<file path="src/rtl/picomips_param_if.sv">
// Program-load bus: the host side writes instruction words {opcode, arg} into the core's program RAM.
interface picomips_param_if #(
  parameter int unsigned PMEM_DEPTH = 64,
  parameter int unsigned ARG_W      = 7
);
  logic                          Prog_we;
  logic [$clog2(PMEM_DEPTH)-1:0] Prog_addr;
  logic [ARG_W+3:0]              Prog_data;

  modport master (output Prog_we, Prog_addr, Prog_data);
  modport slave  (input  Prog_we, Prog_addr, Prog_data);
endinterface

</file>
<file path="src/rtl/picomips_param.sv">
// Parametrised picoMIPS accumulator core: loadable program RAM, branches, WAIT on a synchronised Go,
// HALT, LED output register and optional saturating arithmetic. Two cycles per instruction.
module picomips_param #(
  parameter int unsigned DATA_W     = 8,
  parameter int unsigned NREGS      = 4,
  parameter int unsigned PMEM_DEPTH = 64,
  parameter int unsigned ARG_W      = 7,
  parameter int unsigned FRAC       = 4,
  parameter bit          SATURATE   = 1'b1
) (
  input  logic                          Clock,
  input  logic                          Reset,
  input  logic                          Run,
  picomips_param_if.slave               prog,
  input  logic [DATA_W-1:0]             SW,
  input  logic                          Go,
  output logic [DATA_W-1:0]             LED,
  output logic [$clog2(PMEM_DEPTH)-1:0] PC,
  output logic                          Waiting,
  output logic                          Halted
);
  localparam int unsigned AW = $clog2(PMEM_DEPTH);
  localparam int unsigned RW = $clog2(NREGS);
  localparam int unsigned IW = 4 + ARG_W;
  localparam int unsigned WW = 2 * DATA_W + ARG_W;
  localparam logic signed [WW-1:0] SMAX = signed'((WW'(1) << (DATA_W - 1)) - WW'(1));
  localparam logic signed [WW-1:0] SMIN = ~SMAX;

  typedef enum logic [3:0] {
    OP_NOP, OP_LSW, OP_LDI, OP_ADDI, OP_ADD, OP_SUB, OP_MULI, OP_ATR,
    OP_RTA, OP_WSW, OP_BZ,  OP_BN,   OP_JMP, OP_OUT, OP_HLT, OP_RSV
  } opcode_e;

  typedef enum logic [2:0] {S_IDLE, S_FETCH, S_EXEC, S_WAIT, S_HALT} state_e;

  state_e                   state_q;
  logic [IW-1:0]            mem [PMEM_DEPTH];
  logic [IW-1:0]            ir_q;
  logic [AW-1:0]            pc_q, pc_inc;
  logic signed [DATA_W-1:0] acc_q, acc_d, led_q;
  logic signed [DATA_W-1:0] regs_q [NREGS];
  logic                     go_s1_q, gs_q, waiting_q, halted_q;

  opcode_e                  op;
  logic [ARG_W-1:0]         arg;
  logic [RW-1:0]            ridx;
  logic [AW-1:0]            target;
  logic signed [WW-1:0]     imm_w, acc_w, reg_w, sw_w, wide;
  logic                     acc_we;

  assign op     = opcode_e'(ir_q[IW-1 -: 4]);
  assign arg    = ir_q[ARG_W-1:0];
  assign ridx   = arg[RW-1:0];
  assign target = arg[AW-1:0];
  assign pc_inc = pc_q + AW'(1);

  assign imm_w = {{(WW-ARG_W){arg[ARG_W-1]}}, arg};
  assign acc_w = {{(WW-DATA_W){acc_q[DATA_W-1]}}, acc_q};
  assign reg_w = {{(WW-DATA_W){regs_q[ridx][DATA_W-1]}}, regs_q[ridx]};
  assign sw_w  = {{(WW-DATA_W){SW[DATA_W-1]}}, SW};

  // Results are formed at full width, then clamped or truncated to DATA_W.
  always_comb begin
    wide   = '0;
    acc_we = 1'b1;
    case (op)
      OP_LSW:  wide = sw_w;
      OP_LDI:  wide = imm_w;
      OP_ADDI: wide = acc_w + imm_w;
      OP_ADD:  wide = acc_w + reg_w;
      OP_SUB:  wide = acc_w - reg_w;
      OP_MULI: wide = (acc_w * imm_w) >>> FRAC;
      OP_RTA:  wide = reg_w;
      default: acc_we = 1'b0;
    endcase
    if (SATURATE && wide > SMAX)      acc_d = SMAX[DATA_W-1:0];
    else if (SATURATE && wide < SMIN) acc_d = SMIN[DATA_W-1:0];
    else                              acc_d = wide[DATA_W-1:0];
  end

  // Writes are accepted in IDLE even on the cycle Run rises, so a load can overlap the start.
  always_ff @(posedge Clock) begin
    if (prog.Prog_we && (!Run || state_q == S_IDLE))
      mem[prog.Prog_addr] <= prog.Prog_data;
  end

  always_ff @(posedge Clock) begin
    if (Reset) begin
      state_q   <= S_IDLE;
      pc_q      <= '0;
      ir_q      <= '0;
      acc_q     <= '0;
      led_q     <= '0;
      regs_q    <= '{default: '0};
      go_s1_q   <= 1'b0;
      gs_q      <= 1'b0;
      waiting_q <= 1'b0;
      halted_q  <= 1'b0;
    end else begin
      go_s1_q   <= Go;
      gs_q      <= go_s1_q;
      waiting_q <= 1'b0;
      halted_q  <= 1'b0;
      if (!Run) begin
        state_q <= S_IDLE;
        pc_q    <= '0;
      end else begin
        case (state_q)
          S_IDLE:  state_q <= S_FETCH;
          S_FETCH: begin
            ir_q    <= mem[pc_q];
            state_q <= S_EXEC;
          end
          S_EXEC: begin
            state_q <= S_FETCH;
            pc_q    <= pc_inc;
            if (acc_we) acc_q <= acc_d;
            case (op)
              OP_ATR: regs_q[ridx] <= acc_q;
              OP_WSW: if (gs_q != arg[0]) begin
                state_q   <= S_WAIT;
                pc_q      <= pc_q;
                waiting_q <= 1'b1;
              end
              OP_BZ:  if (acc_q == '0) pc_q <= target;
              OP_BN:  if (acc_q[DATA_W-1]) pc_q <= target;
              OP_JMP: pc_q <= target;
              OP_OUT: led_q <= acc_q;
              OP_HLT: begin
                state_q  <= S_HALT;
                pc_q     <= pc_q;
                halted_q <= 1'b1;
              end
              default: ;
            endcase
          end
          S_WAIT: begin
            if (gs_q == arg[0]) begin
              pc_q    <= pc_inc;
              state_q <= S_FETCH;
            end else begin
              waiting_q <= 1'b1;
            end
          end
          S_HALT:  halted_q <= 1'b1;
          default: state_q <= S_IDLE;
        endcase
      end
    end
  end

  assign LED     = led_q;
  assign PC      = pc_q;
  assign Waiting = waiting_q;
  assign Halted  = halted_q;
endmodule
</file>
<file path="src/flat_wrapper.sv">
// flat-port wrapper written by rule: the top's interface ports become plain ports
module picomips_param_flat 
#(
  parameter int unsigned DATA_W     = 8,
  parameter int unsigned NREGS      = 4,
  parameter int unsigned PMEM_DEPTH = 64,
  parameter int unsigned ARG_W      = 7,
  parameter int unsigned FRAC       = 4,
  parameter bit          SATURATE   = 1'b1
)
  (Clock, Reset, Run, SW, Go, LED, PC, Waiting, Halted, prog_Prog_we, prog_Prog_addr, prog_Prog_data);
  picomips_param_if #(.PMEM_DEPTH(PMEM_DEPTH), .ARG_W(ARG_W)) prog_i ();
  input  logic Clock;
  input  logic Reset;
  input  logic Run;
  input  logic [DATA_W-1:0] SW;
  input  logic Go;
  output logic [DATA_W-1:0] LED;
  output logic [$clog2(PMEM_DEPTH)-1:0] PC;
  output logic Waiting;
  output logic Halted;
  input wire logic [$bits(prog_i.Prog_we)-1:0] prog_Prog_we;
  input wire logic [$bits(prog_i.Prog_addr)-1:0] prog_Prog_addr;
  input wire logic [$bits(prog_i.Prog_data)-1:0] prog_Prog_data;
  assign prog_i.Prog_we = prog_Prog_we;
  assign prog_i.Prog_addr = prog_Prog_addr;
  assign prog_i.Prog_data = prog_Prog_data;
  picomips_param #(.DATA_W(DATA_W), .NREGS(NREGS), .PMEM_DEPTH(PMEM_DEPTH), .ARG_W(ARG_W), .FRAC(FRAC), .SATURATE(SATURATE)) u_core (.Clock(Clock), .Reset(Reset), .Run(Run), .prog(prog_i), .SW(SW), .Go(Go), .LED(LED), .PC(PC), .Waiting(Waiting), .Halted(Halted));
endmodule
</file>
<file path="config.mk">
export PLATFORM = sky130hd
export DESIGN_NAME = picomips_param_flat
export DESIGN_NICKNAME = d
export VERILOG_FILES = /design/src/rtl/picomips_param_if.sv /design/src/rtl/picomips_param.sv /design/src/flat_wrapper.sv
export SDC_FILE = /design/constraint.sdc
export NUM_CORES = 1
export LEC_CHECK = 0
export ABC_AREA = 0
export CORE_ASPECT_RATIO = 2
export CORE_UTILIZATION = 52
export CTS_BUF_LIST = sky130_fd_sc_hd__clkbuf_8 sky130_fd_sc_hd__clkbuf_16
export DETAILED_ROUTE_END_ITERATION = 6
export PLACE_DENSITY_LB_ADDON = 0.1
export RECOVER_POWER = 25
export SETUP_SLACK_MARGIN = 0.15
export SLEW_MARGIN = 40
export SYNTH_ARGS = -nofsm -noshare
export SYNTH_HDL_FRONTEND = slang
export SYNTH_SLANG_ARGS = --single-unit
</file>
<file path="constraint.sdc">
create_clock -name Clock -period 8.4 [get_ports Clock]
set_clock_uncertainty 0.1 [all_clocks]
set_input_delay 0.84 -clock Clock [delete_from_list [all_inputs] [get_ports Clock]]
set_output_delay 0.84 -clock Clock [all_outputs]
set_load 0.05 [all_outputs]
</file>
# ---- After elaboration in Yosys (flattened, before gate mapping)
# Memory sizes are Yosys's and may differ from the RTL's. A register that Yosys moved wholly into a read port is not among the register bits.
# Cells that the tools add are included.
dict set report op_classes {
  bitwise 3
  addsub 4
  n_mux 28
  reduce_logical 15
  n_mul 1
  n_lt_le_gt_ge 4
  n_eq_ne 23
}
# operator n
set ops {}
lappend ops {{23-bit one-hot mux with 7 select lines} 1}
lappend ops {{8-bit two-way mux} 5}
lappend ops {{32-bit bitwise mux} 1}
lappend ops {{6-bit one-hot mux with 5 select lines} 1}
lappend ops {{4-bit == test (second input constant)} 7}
lappend ops {{6-bit two-way mux} 4}
lappend ops {{23-bit by 8-bit greater-than comparator with 1-bit output (second input constant)} 1}
lappend ops {{23-bit by 8-bit < comparator with 1-bit output (second input constant)} 1}
lappend ops {{8-bit binary-select mux with 2-bit select} 1}
lappend ops {{8-bit demux with 2-bit select} 1}
lappend ops {{4-bit by 3-bit == test with 1-bit output (second input constant)} 4}
lappend ops {{8-bit by 7-bit multiplier with 15-bit output} 1}
lappend ops {{3-bit one-hot mux with 5 select lines} 1}
lappend ops {{6-bit one-hot mux with 2 select lines} 1}
lappend ops {{8-bit by 7-bit adder with 9-bit output} 1}
lappend ops {{8-bit by 8-bit adder with 9-bit output} 1}
lappend ops {{3-bit AND reduction} 3}
lappend ops {{8-bit by 8-bit subtractor with 9-bit output} 1}
lappend ops {{4-bit by 2-bit == test with 1-bit output (second input constant)} 2}
lappend ops {{8-bit logical NOT} 1}
lappend ops {{1-bit two-way mux} 7}
lappend ops {{7-bit OR reduction} 1}
lappend ops {{6-bit by 1-bit adder with 6-bit output (second input constant)} 1}
lappend ops {{3-bit by 2-bit == test with 1-bit output (second input constant)} 2}
lappend ops {{24 further kinds} 28}
dict set report totals {
  register_bits 61
  elab_cells 91
  ramBits 704
  mem_count 1
  in_bits 30
}
# memory depth word_bits read_ports rd_ports_with_merged_regs write_ports line
set memory_table {}
lappend memory_table {u_core.mem 64 11 1 1 1 picomips_param.sv:37} ;# logic [IW-1:0] mem [PMEM_DEPTH];

# ---- Logic depth before layout (Yosys ltp)
# Gate-level depths: netlist of the first run.
dict set report depth {
  ltp_word 9
  ltp_mapped 21
  mapped_depth_nobuf 19
}

# ---- Worst setup path before layout of the first run
# No wires, ideal clock.
dict set report synth_timing {
  path_kind {register to register}
  startpoint {register u_core.ir_q[1] (read register of u_core.mem)}
  endpoint {register u_core.acc_q[0]}
  stages_incl_launch_ff 21
  setup_slack_ns 2.821
  setup_ns 0.142
  period_less_slack_ns 5.579
  arrival_ns 5.337
  required_ns 8.158
  cell_sequence {dfxtp_1 clkbuf_1 clkbuf_1 nand2_1 fa_1 inv_1 fa_1 fa_1 inv_1 fa_1 inv_1 ha_1 and3_1 and2_1 a2111oi_4 o21bai_1 xor2_1 o21ai_0 nand2_1 a21boi_1 a211oi_1}
}
dict set report synth_between {
  elab_chain_len 9
  elab_cells_between_ends 13
}
# item line
set synth_lines {}
lappend synth_lines {{from (decl)} picomips_param.sv:38} ;# logic [IW-1:0] ir_q;
lappend synth_lines {{branches (longest 5 deep; another with 8-bit by 7-bit multiplier with 15-bit output)} n/a}
lappend synth_lines {{23-bit one-hot mux with 7 select lines (*)} picomips_param.sv:66} ;# case (op)
lappend synth_lines {{23-bit by 8-bit < comparator with 1-bit output} picomips_param.sv:77} ;# else if (SATURATE && wide < SMIN) acc_d = SMIN[DATA_W-1:0];
lappend synth_lines {{8-bit two-way mux} picomips_param.sv:77}
lappend synth_lines {{8-bit two-way mux (*)} picomips_param.sv:76} ;# if (SATURATE && wide > SMAX) acc_d = SMAX[DATA_W-1:0];
lappend synth_lines {{to (signal assigned)} picomips_param.sv:92} ;# acc_q <= '0;
lappend synth_lines {{to (signal assigned)} picomips_param.sv:117} ;# if (acc_we) acc_q <= acc_d;
lappend synth_lines {{to (decl)} picomips_param.sv:40} ;# logic signed [DATA_W-1:0] acc_q, acc_d, led_q;
# Mark *: on every way between the ends. The select of a mux whose other input is x is not followed.
# A chain may end at the register's enable or synchronous reset.

# ---- Worst setup path in the final report of the first run
dict set report layout_timing {
  startpoint {register u_core.acc_q[4]}
  endpoint {register u_core.acc_q[5]}
}
dict set report layout_between {
  elab_chain_len 5
  elab_cells_between_ends 9
}
# item line
set layout_lines {}
lappend layout_lines {{8-bit by 7-bit multiplier with 15-bit output, or another cell as far along} picomips_param.sv:72} ;# OP_MULI: wide = (acc_w * imm_w) >>> FRAC;
lappend layout_lines {{23-bit one-hot mux with 7 select lines (*)} picomips_param.sv:66}
lappend layout_lines {{23-bit by 8-bit < comparator with 1-bit output} picomips_param.sv:77}
lappend layout_lines {{8-bit two-way mux} picomips_param.sv:77}
lappend layout_lines {{8-bit two-way mux (*)} picomips_param.sv:76}
# Every way passes the cells marked *; elsewhere a longest branch is shown, timed or not.

==> results.py, run 1 <==
metrics = {
    "status": {
        "status": "complete, but fails checks",
        "violations": "max-capacitance violations, max-slew violations",
    },
    "timing": {
        "hold_violations": 0,
        "slew_violations": 715,
        "worstMarginPinSlew_ns": 3.04,
        "fmax_mhz": 164,
        "grt_setup_unrepaired": "no",
        "setup_viol": 0,
        "setup_slack_ns": 2.32,
        "post-route-min-period_ns": 6.08,
        "slew_headroom_pct": -103,
        "post-route-period-util_pct": 72.4,
        "tns_ns": 0,
    },
    "cts": {
        "postCtsHoldBufs": 0,
        "clockBufferDepth": 3,
        "cts_resized": 0,
        "cts-htree-levels": 3,
        "cts_tree": "done",
        "cts_root_buffer": "clkbuf_16",
        "clk_latency_ns": 0.60,
        "clock_sinks": 776,
        "cts.clk_slew.worst_paths_ns": 0.07,
        "numCtsBuffers": 67,
        "post_cts_buffers": 0,
    },
    "routing": {
        "wl_per_cell_microns": 28.8,
        "wirelength_microns": 79300,
        "via_per_inst": 6.15,
        "vias": 17000,
        "antenna_left": 0,
        "drc": 0,
        "drt-pass1-iter-count": 5,
        "drt_iter0_markers": 1174,
    },
    "grt": {
        "grt_first_pass_wirelength_microns": 117000,
        "grt_pass1_vias": 18200,
        "grt_use_total_pct": 25.0,
        "grt_max_degree": 78,
        "gr-total-overflow": 0,
        "antenna_found_initial": 1,
    },
    "synth": {
        "synth_nets": 2001,
        "yosysMostFrequentCell": "edfxtp_1",
        "synth_top_cell_by_area": "edfxtp_1",
        "synth_top_area_share_pct": 63.1,
        "synthCells": 1870,
        "ys_top_cells_by_count": "704 x edfxtp_1, 239 x mux4_2, 150 x nor2_1",
        "avgSynthCellArea_sq_um": 17.9,
        "ys_seq_elements": 776,
        "synth_edf_count": 704,
        "seq_area_frac_synth_pct": 67.4,
        "syn_area_sq_um": 33500,
        "ys_types": 62,
        "async_reset_ff_share_pct": 0,
        "synthFlopType": "edfxtp_1",
        "yosys_warnings": 0,
        "synth_area_leaders": "edfxtp_1 63%, mux4_2 16%, dfxtp_1 4.3%",
    },
    "floorplanning": {
        "die_width_microns": 182,
        "core_sq_um": 63800,
        "die_h_microns": 361,
        "rows": 131,
        "start_util_pct": 52.6,
        "dieArea_sq_um": 65500,
        "io_pins": 46,
    },
    "finish": {
        "nNetsFinal": 2044,
        "area_delta_synth_final_pct": 10.5,
        "n_antenna_cell": 0,
        "drive_gt1_share_pct": 22.0,
        "fin_util_pct": 58.1,
        "fillers": 4819,
        "final_cells": 2758,
    },
    "place": {
        "port_buffers": 45,
        "hpwlAfterDp_microns": 53800,
        "place_ws_ns": 2.35,
        "dp_cells": 2642,
        "gp_congestion": 0.901,
    },
    "power": {
        "p_per_area_nw_per_um2": 200,
        "power.total_mw": 7.42,
        "cellLeakagePower_nw": 11.7,
        "ir_drop_mv": 0.152,
    },
    "setup_path": {
        "worstPathArrival_ns": 6.42,
        "worstPathRequired_ns": 8.74,
        "timing_worst_setup_path_type": "register to register",
        "start_kind": "register",
        "crit_fanout": 16,
        "end_kind": "register",
    },
    "worst_hold_path": {
        "hold_class": "register to register",
    },
    "flow_run": {
        "drv_cap": 11,
    },
}
==> cell type report <==
type,instances,area [sq um],share of cell area (%)
clock buffer,71,1770,4.77
clock inverter,45,328,0.885
inverter,78,293,0.790
multi-input combinational,917,10400,28.2
sequential,776,22600,61.0
tap,798,998,2.70
timing repair buffer,73,619,1.67
==> sequential cells by signal (all words and copies together) (netlist names) <==
register        cells
u_core.mem        704
u_core.regs_q      32
u_core.Halted       1
u_core.Waiting      1
u_core.gs_q         1
u_core.acc_q        8
u_core.PC           6
u_core.state_q      3
u_core.go_s1_q      1
u_core.LED          8
u_core.ir_q        11
==> worst max-delay path: stages, from the launching register on <==
cell	delay, ns
dfxtp_1	0.80
ha_1	0.37
fa_1	0.48
fa_1	0.53
fa_1	0.55
inv_1	0.05
fa_1	0.52
inv_1	0.04
ha_1	0.32
and3_1	0.18
o21ai_0	0.12
a21oi_1	0.27
o21a_1	0.16
o311ai_1	0.11
a211oi_1	0.43
nand2_1	0.09
a21boi_1	0.62
a211oi_1	0.16
==> worst paths after layout <==
check	start	end	slack (ns)	cells past startpoint
min	u_core.regs_q[24]	u_core.regs_q[24]	0.35	2
max	u_core.acc_q[4]	u_core.acc_q[5]	2.32	17
max reg2reg	u_core.acc_q[4]	u_core.acc_q[5]	2.32	17
min reg2reg	u_core.regs_q[24]	u_core.regs_q[24]	0.35	2
==> per-layer routing <==
layer  GRT usage [%]  part of all wire (%)  up-vias
met5               0                 0.016        -
met4            12.6                   5.3        2
met3            2.72                   3.6      176
met2            48.5                    58      481
met1            26.1                    34     8854
li1                -                     -     7442
==> power breakdown <==
part	switching (mW)	leakage, nW	total (mW)	internal [mW]
clock network	1.35	1.07	2.99	1.64
logic	0.134	3.66	0.186	0.0526
registers	0.0109	6.92	4.24	4.23
==> cell families (layout without fill, tap and decap cells) <==
| kind of cell | Yosys count | in the layout | share of synthesized area [%] |
|---|---|---|---|
| xor+xnor | 22 | 22 | 0.575 |
| buf+inv | 177 | 267 | 2.05 |
| simple gates | 362 | 362 | 4.91 |
| flops | 776 | 776 | 67.4 |
| mux | 272 | 272 | 17.0 |
| compound gates | 160 | 160 | 3.24 |
| fa+ha+maj | 101 | 101 | 4.82 |
==> placed cells by master (no fill, tap or decap), types with 8 or more instances in the layout <==
master	netlist	final
nand2_1	98	98
dfxtp_1	72	67
fa_1	47	47
nand3_1	10	10
xor2_1	8	8
mux2i_1	33	33
edfxtp_1	704	704
clkdlybuf4s50_1	0	33
nor3_1	16	14
ha_1	54	54
nand2b_1	14	14
mux4_2	239	239
clkinv_1	0	15
buf_4	0	24
xnor2_1	14	14
a211oi_1	14	14
a22oi_1	8	8
nor2_2	0	58
clkbuf_16	0	70
clkbuf_1	64	11
and2_1	30	30
nor2_1	150	92
inv_1	78	93
nand3b_1	10	10
o21ai_0	30	30
a21oi_1	48	48
nor2b_1	10	10
==> per-stage QoR <==
step	hold slack, ns	area [sq um]
floorplan	0.314	33500
global placement	0.336	34800
detailed placement	0.351	35000
CTS	0.358	37100
global route	0.376	37000
finish	0.355	37000
Note: power is estimated with default switching activity, not from simulation.
==> inputs of run 2 (changes only) <==
==> constraint.sdc (replaced) <==
create_clock -name Clock -period 6.3 [get_ports Clock]
set_clock_uncertainty 0.1 [all_clocks]
set_input_delay 0.63 -clock Clock [delete_from_list [all_inputs] [get_ports Clock]]
set_output_delay 0.63 -clock Clock [all_outputs]
set_load 0.05 [all_outputs]
==> run 2 against run 1 <==
  * The flow still finishes with violations (max-capacitance violations, max-slew violations)
  * Sequential share of layout area decreased by 0.38 points
  * Flip-flop and latch count unchanged
  * Largest cell class unchanged
  * Highest routed layer is now met4
  * Cell count increased by 0.73%
  * Critical endpoint unchanged
  * Non-clock buffer count rose by 12
  * Fmax rose by 6.8%
==> results.py, run 2 (synthesized netlist as in run 1, its figures left out) <==
metrics = {
    "place": {
        "port_buffers": 45,
        "place_ws_ns": 0.661,
        "dp_cells": 2654,
        "placed_cell_area_sq_um": 35100,
        "hpwlAfterDp_microns": 56000,
        "gp_congestion": 0.918,
    },
    "power": {
        "power.total_mw": 10.0,
        "ir_drop_mv": 0.248,
        "p_per_area_nw_per_um2": 268,
        "cellLeakagePower_nw": 11.8,
    },
    "cts": {
        "cts_root_buffer": "clkbuf_16",
        "cts_tree": "done",
        "cts.clk_slew.worst_paths_ns": 0.07,
        "post_cts_buffers": 0,
        "postCtsHoldBufs": 0,
        "cts_resized": 0,
        "clockBufferDepth": 3,
        "numCtsBuffers": 68,
        "clk_latency_ns": 0.60,
        "clock_sinks": 776,
        "cts-htree-levels": 3,
    },
    "flow_run": {
        "drv_cap": 10,
    },
    "setup_path": {
        "cp_common_cell": "fa_1",
        "cp_num_buf_inv": 2,
        "path_cells": "ha_1 -> fa_1 -> fa_1 -> fa_1 -> inv_1 -> fa_1 -> inv_1 -> ha_1 -> and3_1 -> and2_1 -> a2111oi_4 -> o21bai_1 -> xor2_1 -> a311oi_1 -> o21bai_4 -> o21ai_2 -> a211oi_1",
        "start_kind": "register",
        "slowest_stage": "dfxtp_1",
        "worstPathArrival_ns": 5.93,
        "worstPathRequired_ns": 6.53,
        "cp_slowest_stage_delay_ns": 0.63,
        "end_kind": "register",
        "cp_top_family": "adder cells",
        "crit_fanout": 11,
        "timing_worst_setup_path_type": "register to register",
    },
    "floorplanning": {
        "die_width_microns": 182,
        "start_util_pct": 52.6,
        "dieArea_sq_um": 65500,
        "rows": 131,
        "core_sq_um": 63800,
        "io_pins": 46,
        "die_h_microns": 361,
    },
    "finish": {
        "largest_register_ff_count": 704,
        "drive_gt1_share_pct": 22.9,
        "n_antenna_cell": 0,
        "nNetsFinal": 2057,
        "stdcell_area_sq_um": 37300,
        "layout_common_cells": "704 x edfxtp_1, 239 x mux4_2, 98 x nand2_1",
        "fillers": 4838,
        "top_register": "u_core.mem",
        "multiInputGateArea_sq_um": 10500,
        "final_common_cell": "edfxtp_1",
        "seq_area_sq_um": 22600,
        "area_delta_synth_final_pct": 11.2,
        "top_regs": "u_core.mem: 704 flops, u_core.regs_q: 32 flops, u_core.ir_q: 11 flops",
        "final_cells": 2778,
    },
    "routing": {
        "wirelength_microns": 81000,
        "drt_iter0_markers": 1226,
        "via_per_inst": 6.22,
        "antenna_left": 0,
        "drc": 0,
        "vias": 17300,
        "wl_per_cell_microns": 29.2,
        "drt-pass1-iter-count": 5,
    },
    "status": {
        "status": "complete, but fails checks",
        "violations": "max-capacitance violations, max-slew violations",
    },
    "timing": {
        "setup_viol": 0,
        "post-route-min-period_ns": 5.70,
        "fmax_mhz": 176,
        "tns_ns": 0,
        "slew_violations": 648,
        "setup_slack_ns": 0.604,
        "worstMarginPinSlew_ns": 3.10,
        "slew_headroom_pct": -107,
        "post-route-period-util_pct": 90.4,
        "grt_setup_unrepaired": "no",
        "hold_violations": 0,
    },
    "grt": {
        "grt_first_pass_wirelength_microns": 120000,
        "gr-total-overflow": 0,
        "grt_max_degree": 73,
        "grt_use_total_pct": 25.6,
        "antenna_found_initial": 0,
        "grt_pass1_vias": 18400,
    },
    "worst_hold_path": {
        "hold_class": "register to register",
    },
}
## run 2: cell types whose count changed in the layout (fill, tap and decap cells not counted), moves of 2 or more
cell,previous run,this run
buf_4,24,32
buf_12,2,7
clkinv_2,5,10
clkinv_1,15,11
inv_1,93,97
buf_2,1,3
buf_6,2,0
clkbuf_16,70,72
inv_6,1,3
## run 2: area by class of cell
type                            count  share of cell area, %
Clock buffer                       73                   4.87
Inverter                           78                  0.785
Clock inverter                     51                  0.960
Sequential cell                   776                   60.6
Tap cell                          798                   2.68
Timing Repair Buffer               85                   2.05
Multi-Input combinational cell    917                   28.0
## run 2: per-stage QoR
step / hold slack (ns) / utilization [%]
5_1_grt: 0.376 / 58.5
2_1_floorplan: 0.314 / -
3_5_place_dp: 0.347 / 55.1
4_1_cts: 0.357 / 58.5
3_3_place_gp: 0.336 / 54.7
6_report: 0.352 / 58.5
## run 2: worst paths after layout
| check | end | slack (ns) | from | cells after the start |
|---|---|---|---|---|
| min | u_core.regs_q[25] | 0.35 | u_core.regs_q[25] | 2 |
| max | u_core.acc_q[5] | 0.60 | u_core.ir_q[4] | 17 |
| min reg2reg | u_core.regs_q[25] | 0.35 | u_core.regs_q[25] | 2 |
| max reg2reg | u_core.acc_q[5] | 0.60 | u_core.ir_q[4] | 17 |
## run 2: power breakdown
group	internal (mW)	switching, mW
Sequential	5.64	0.0148
Clock	2.26	1.84
Combinational	0.0725	0.181
## run 2: layer usage
metal / wire length [microns] / global-route usage (%)
met1: 26800 / 26.7
met2: 46300 / 48.8
met3: 2840 / 2.96
met4: 5040 / 14.9
met5: 0 / 0
## run 2: worst register-to-register path: stages, from the launching register on
cell and delay (ns):
dfxtp_1 0.63, ha_1 0.35, fa_1 0.50, fa_1 0.54
fa_1 0.55, inv_1 0.06, fa_1 0.53, inv_1 0.04
ha_1 0.33, and3_1 0.17, and2_1 0.19, a2111oi_4 0.39
o21bai_1 0.11, xor2_1 0.17, a311oi_1 0.43, o21bai_4 0.17
o21ai_2 0.10, a211oi_1 0.08
==> inputs of run 3 (changes only) <==
--- a/config.mk
+++ b/config.mk
@@ -13,7 +13,6 @@
 export PLACE_DENSITY_LB_ADDON = 0.1
 export RECOVER_POWER = 25
 export SETUP_SLACK_MARGIN = 0.15
-export SLEW_MARGIN = 40
 export SYNTH_ARGS = -nofsm -noshare
 export SYNTH_HDL_FRONTEND = slang
 export SYNTH_SLANG_ARGS = --single-unit
==> run 3 against run 2 <==
  * Worst setup slack got worse by 0.044 ns
  * Cell area fell by 0.77%
  * Critical path depth rose by 1
  * Clock power barely moved
  * Hold slack improved by 0.0063 ns
  * Power fell by 0.13%
  * The run still ends with max-capacitance violations, max-slew violations left
  * Flip-flop and latch count did not move
  * Cell count fell by 0.32%
  * Die area did not move
  * Critical endpoint is now u_core.acc_q[2]
==> results.py, run 3 (synthesized netlist as in run 1, its figures left out) <==
metrics = {
    "place": {
        "gp_congestion": 0.918,
        "dp_cells": 2650,
        "hpwlAfterDp_microns": 55400,
        "port_buffers": 45,
        "place_ws_ns": 0.699,
    },
    "power": {
        "ir_drop_mv": 0.235,
        "p_per_area_nw_per_um2": 270,
        "power.total_mw": 9.98,
        "cellLeakagePower_nw": 11.7,
    },
    "setup_path": {
        "timing_worst_setup_path_type": "register to register",
        "crit_end": "u_core.acc_q[2]",
        "path_cells": "ha_1 -> fa_1 -> fa_1 -> fa_1 -> inv_1 -> fa_1 -> inv_1 -> ha_1 -> and3_1 -> o21ai_0 -> a21oi_1 -> o21a_1 -> o311ai_1 -> a211oi_1 -> nand2_1 -> a21boi_1 -> buf_4 -> a211oi_1",
        "reg2reg_depth": 18,
        "ff2ff_setup_slack_ns": 0.56,
        "cp_slowest_stage_delay_ns": 0.65,
        "cp_num_buf_inv": 3,
        "crit_fanout": 11,
        "cp_common_cell": "fa_1",
        "worstPathArrival_ns": 5.99,
        "slowest_stage": "dfxtp_1",
        "cp_top_family": "adder cells",
        "crit_cells": 18,
        "start_kind": "register",
        "worstPathRequired_ns": 6.55,
        "worstReg2RegEnd": "u_core.acc_q[2]",
        "end_kind": "register",
        "r2r-start": "u_core.ir_q[4]",
        "cp-startpoint": "u_core.ir_q[4]",
    },
    "floorplanning": {
        "io_pins": 46,
        "start_util_pct": 52.6,
        "rows": 131,
        "core_sq_um": 63800,
        "die_h_microns": 361,
        "dieArea_sq_um": 65500,
        "die_width_microns": 182,
    },
    "finish": {
        "final_common_cell": "edfxtp_1",
        "top_register": "u_core.mem",
        "largest_register_ff_count": 704,
        "nNetsFinal": 2053,
        "area_delta_synth_final_pct": 10.3,
        "top_regs": "u_core.mem: 704 flops, u_core.regs_q: 32 flops, u_core.ir_q: 11 flops",
        "layout_common_cells": "704 x edfxtp_1, 239 x mux4_2, 150 x nor2_1",
        "final_cells": 2769,
        "drive_gt1_share_pct": 19.6,
        "fillers": 4847,
        "n_antenna_cell": 0,
    },
    "grt": {
        "gr-total-overflow": 0,
        "grt_first_pass_wirelength_microns": 120000,
        "grt_pass1_vias": 18300,
        "grt_max_degree": 73,
        "antenna_found_initial": 0,
        "grt_use_total_pct": 25.7,
    },
    "timing": {
        "fin_hold_ws_ns": 0.359,
        "tns_ns": 0,
        "slew_violations": 713,
        "fmax_mhz": 174,
        "post-route-period-util_pct": 91.1,
        "post-route-min-period_ns": 5.74,
        "worstMarginPinSlew_ns": 3.01,
        "setup_slack_ns": 0.560,
        "slew_headroom_pct": -100,
        "grt_setup_unrepaired": "no",
        "hold_violations": 0,
        "setup_viol": 0,
    },
    "cts": {
        "postCtsHoldBufs": 0,
        "cts.clk_slew.worst_paths_ns": 0.07,
        "numCtsBuffers": 68,
        "clk_latency_ns": 0.62,
        "cts_resized": 0,
        "cts-htree-levels": 3,
        "post_cts_buffers": 0,
        "clock_sinks": 776,
        "cts_tree": "done",
        "clockBufferDepth": 3,
        "cts_root_buffer": "clkbuf_16",
    },
    "status": {
        "violations": "max-capacitance violations, max-slew violations",
        "status": "complete, but fails checks",
    },
    "flow_run": {
        "drv_cap": 11,
    },
    "worst_hold_path": {
        "hold_class": "register to register",
    },
    "routing": {
        "wirelength_microns": 81100,
        "via_per_inst": 6.19,
        "drt_iter0_markers": 1386,
        "antenna_left": 0,
        "drc": 0,
        "vias": 17100,
        "drt-pass1-iter-count": 5,
        "wl_per_cell_microns": 29.3,
    },
}
## run 3: cell type report
class,count,area (sq um),share of cell area [%]
inverter,78,293,0.792
sequential,776,22600,61.1
multi-input combinational,917,10300,27.8
tap,798,998,2.70
timing repair buffer,81,677,1.83
clock inverter,42,295,0.798
clock buffer,77,1860,5.03
## run 3: per-stage QoR
step	instance area [sq um]	utilization, %
CTS	37000	58.0
floorplan	33500	-
global placement	34900	54.7
detailed placement	34900	54.7
global route	37000	58.0
finish	37000	58.0
## run 3: worst min-delay path by stage
stage                                    to              start  slack [ns]  cells past startpoint
final                     u_core.regs_q[25]  u_core.regs_q[25]        0.36                      2
after global routing      u_core.regs_q[25]  u_core.regs_q[25]        0.38                      2
after CTS                 u_core.regs_q[25]  u_core.regs_q[25]        0.36                      2
after floorplan                 u_core.gs_q     u_core.go_s1_q        0.31                      1
after detailed placement  u_core.regs_q[25]  u_core.regs_q[25]        0.35                      2
after global placement    u_core.regs_q[26]  u_core.regs_q[26]        0.34                      2
## run 3: worst reg2reg max path, delay by kind of cell (launching register included)
family | cells | cell delay (ns)
compound gates | 7 | 1.35
flops | 1 | 0.65
buf+inv | 3 | 0.29
simple gates | 2 | 0.29
fa+ha+maj | 6 | 2.80
## run 3: power by group
| group | internal, mW | switching [mW] | leakage [nW] |
|---|---|---|---|
| clock network | 2.24 | 1.84 | 1.12 |
| logic | 0.0706 | 0.172 | 3.70 |
| registers | 5.64 | 0.0168 | 6.92 |
## run 3: per-layer routing
metal | vias to the layer above | GRT usage, % | share of wire (%)
li1 | 7463 | - | -
met1 | 9016 | 26.7 | 33
met2 | 488 | 49.8 | 59
met3 | 161 | 3.42 | 3.8
met4 | 0 | 12.6 | 4.9
met5 | - | 0 | 0
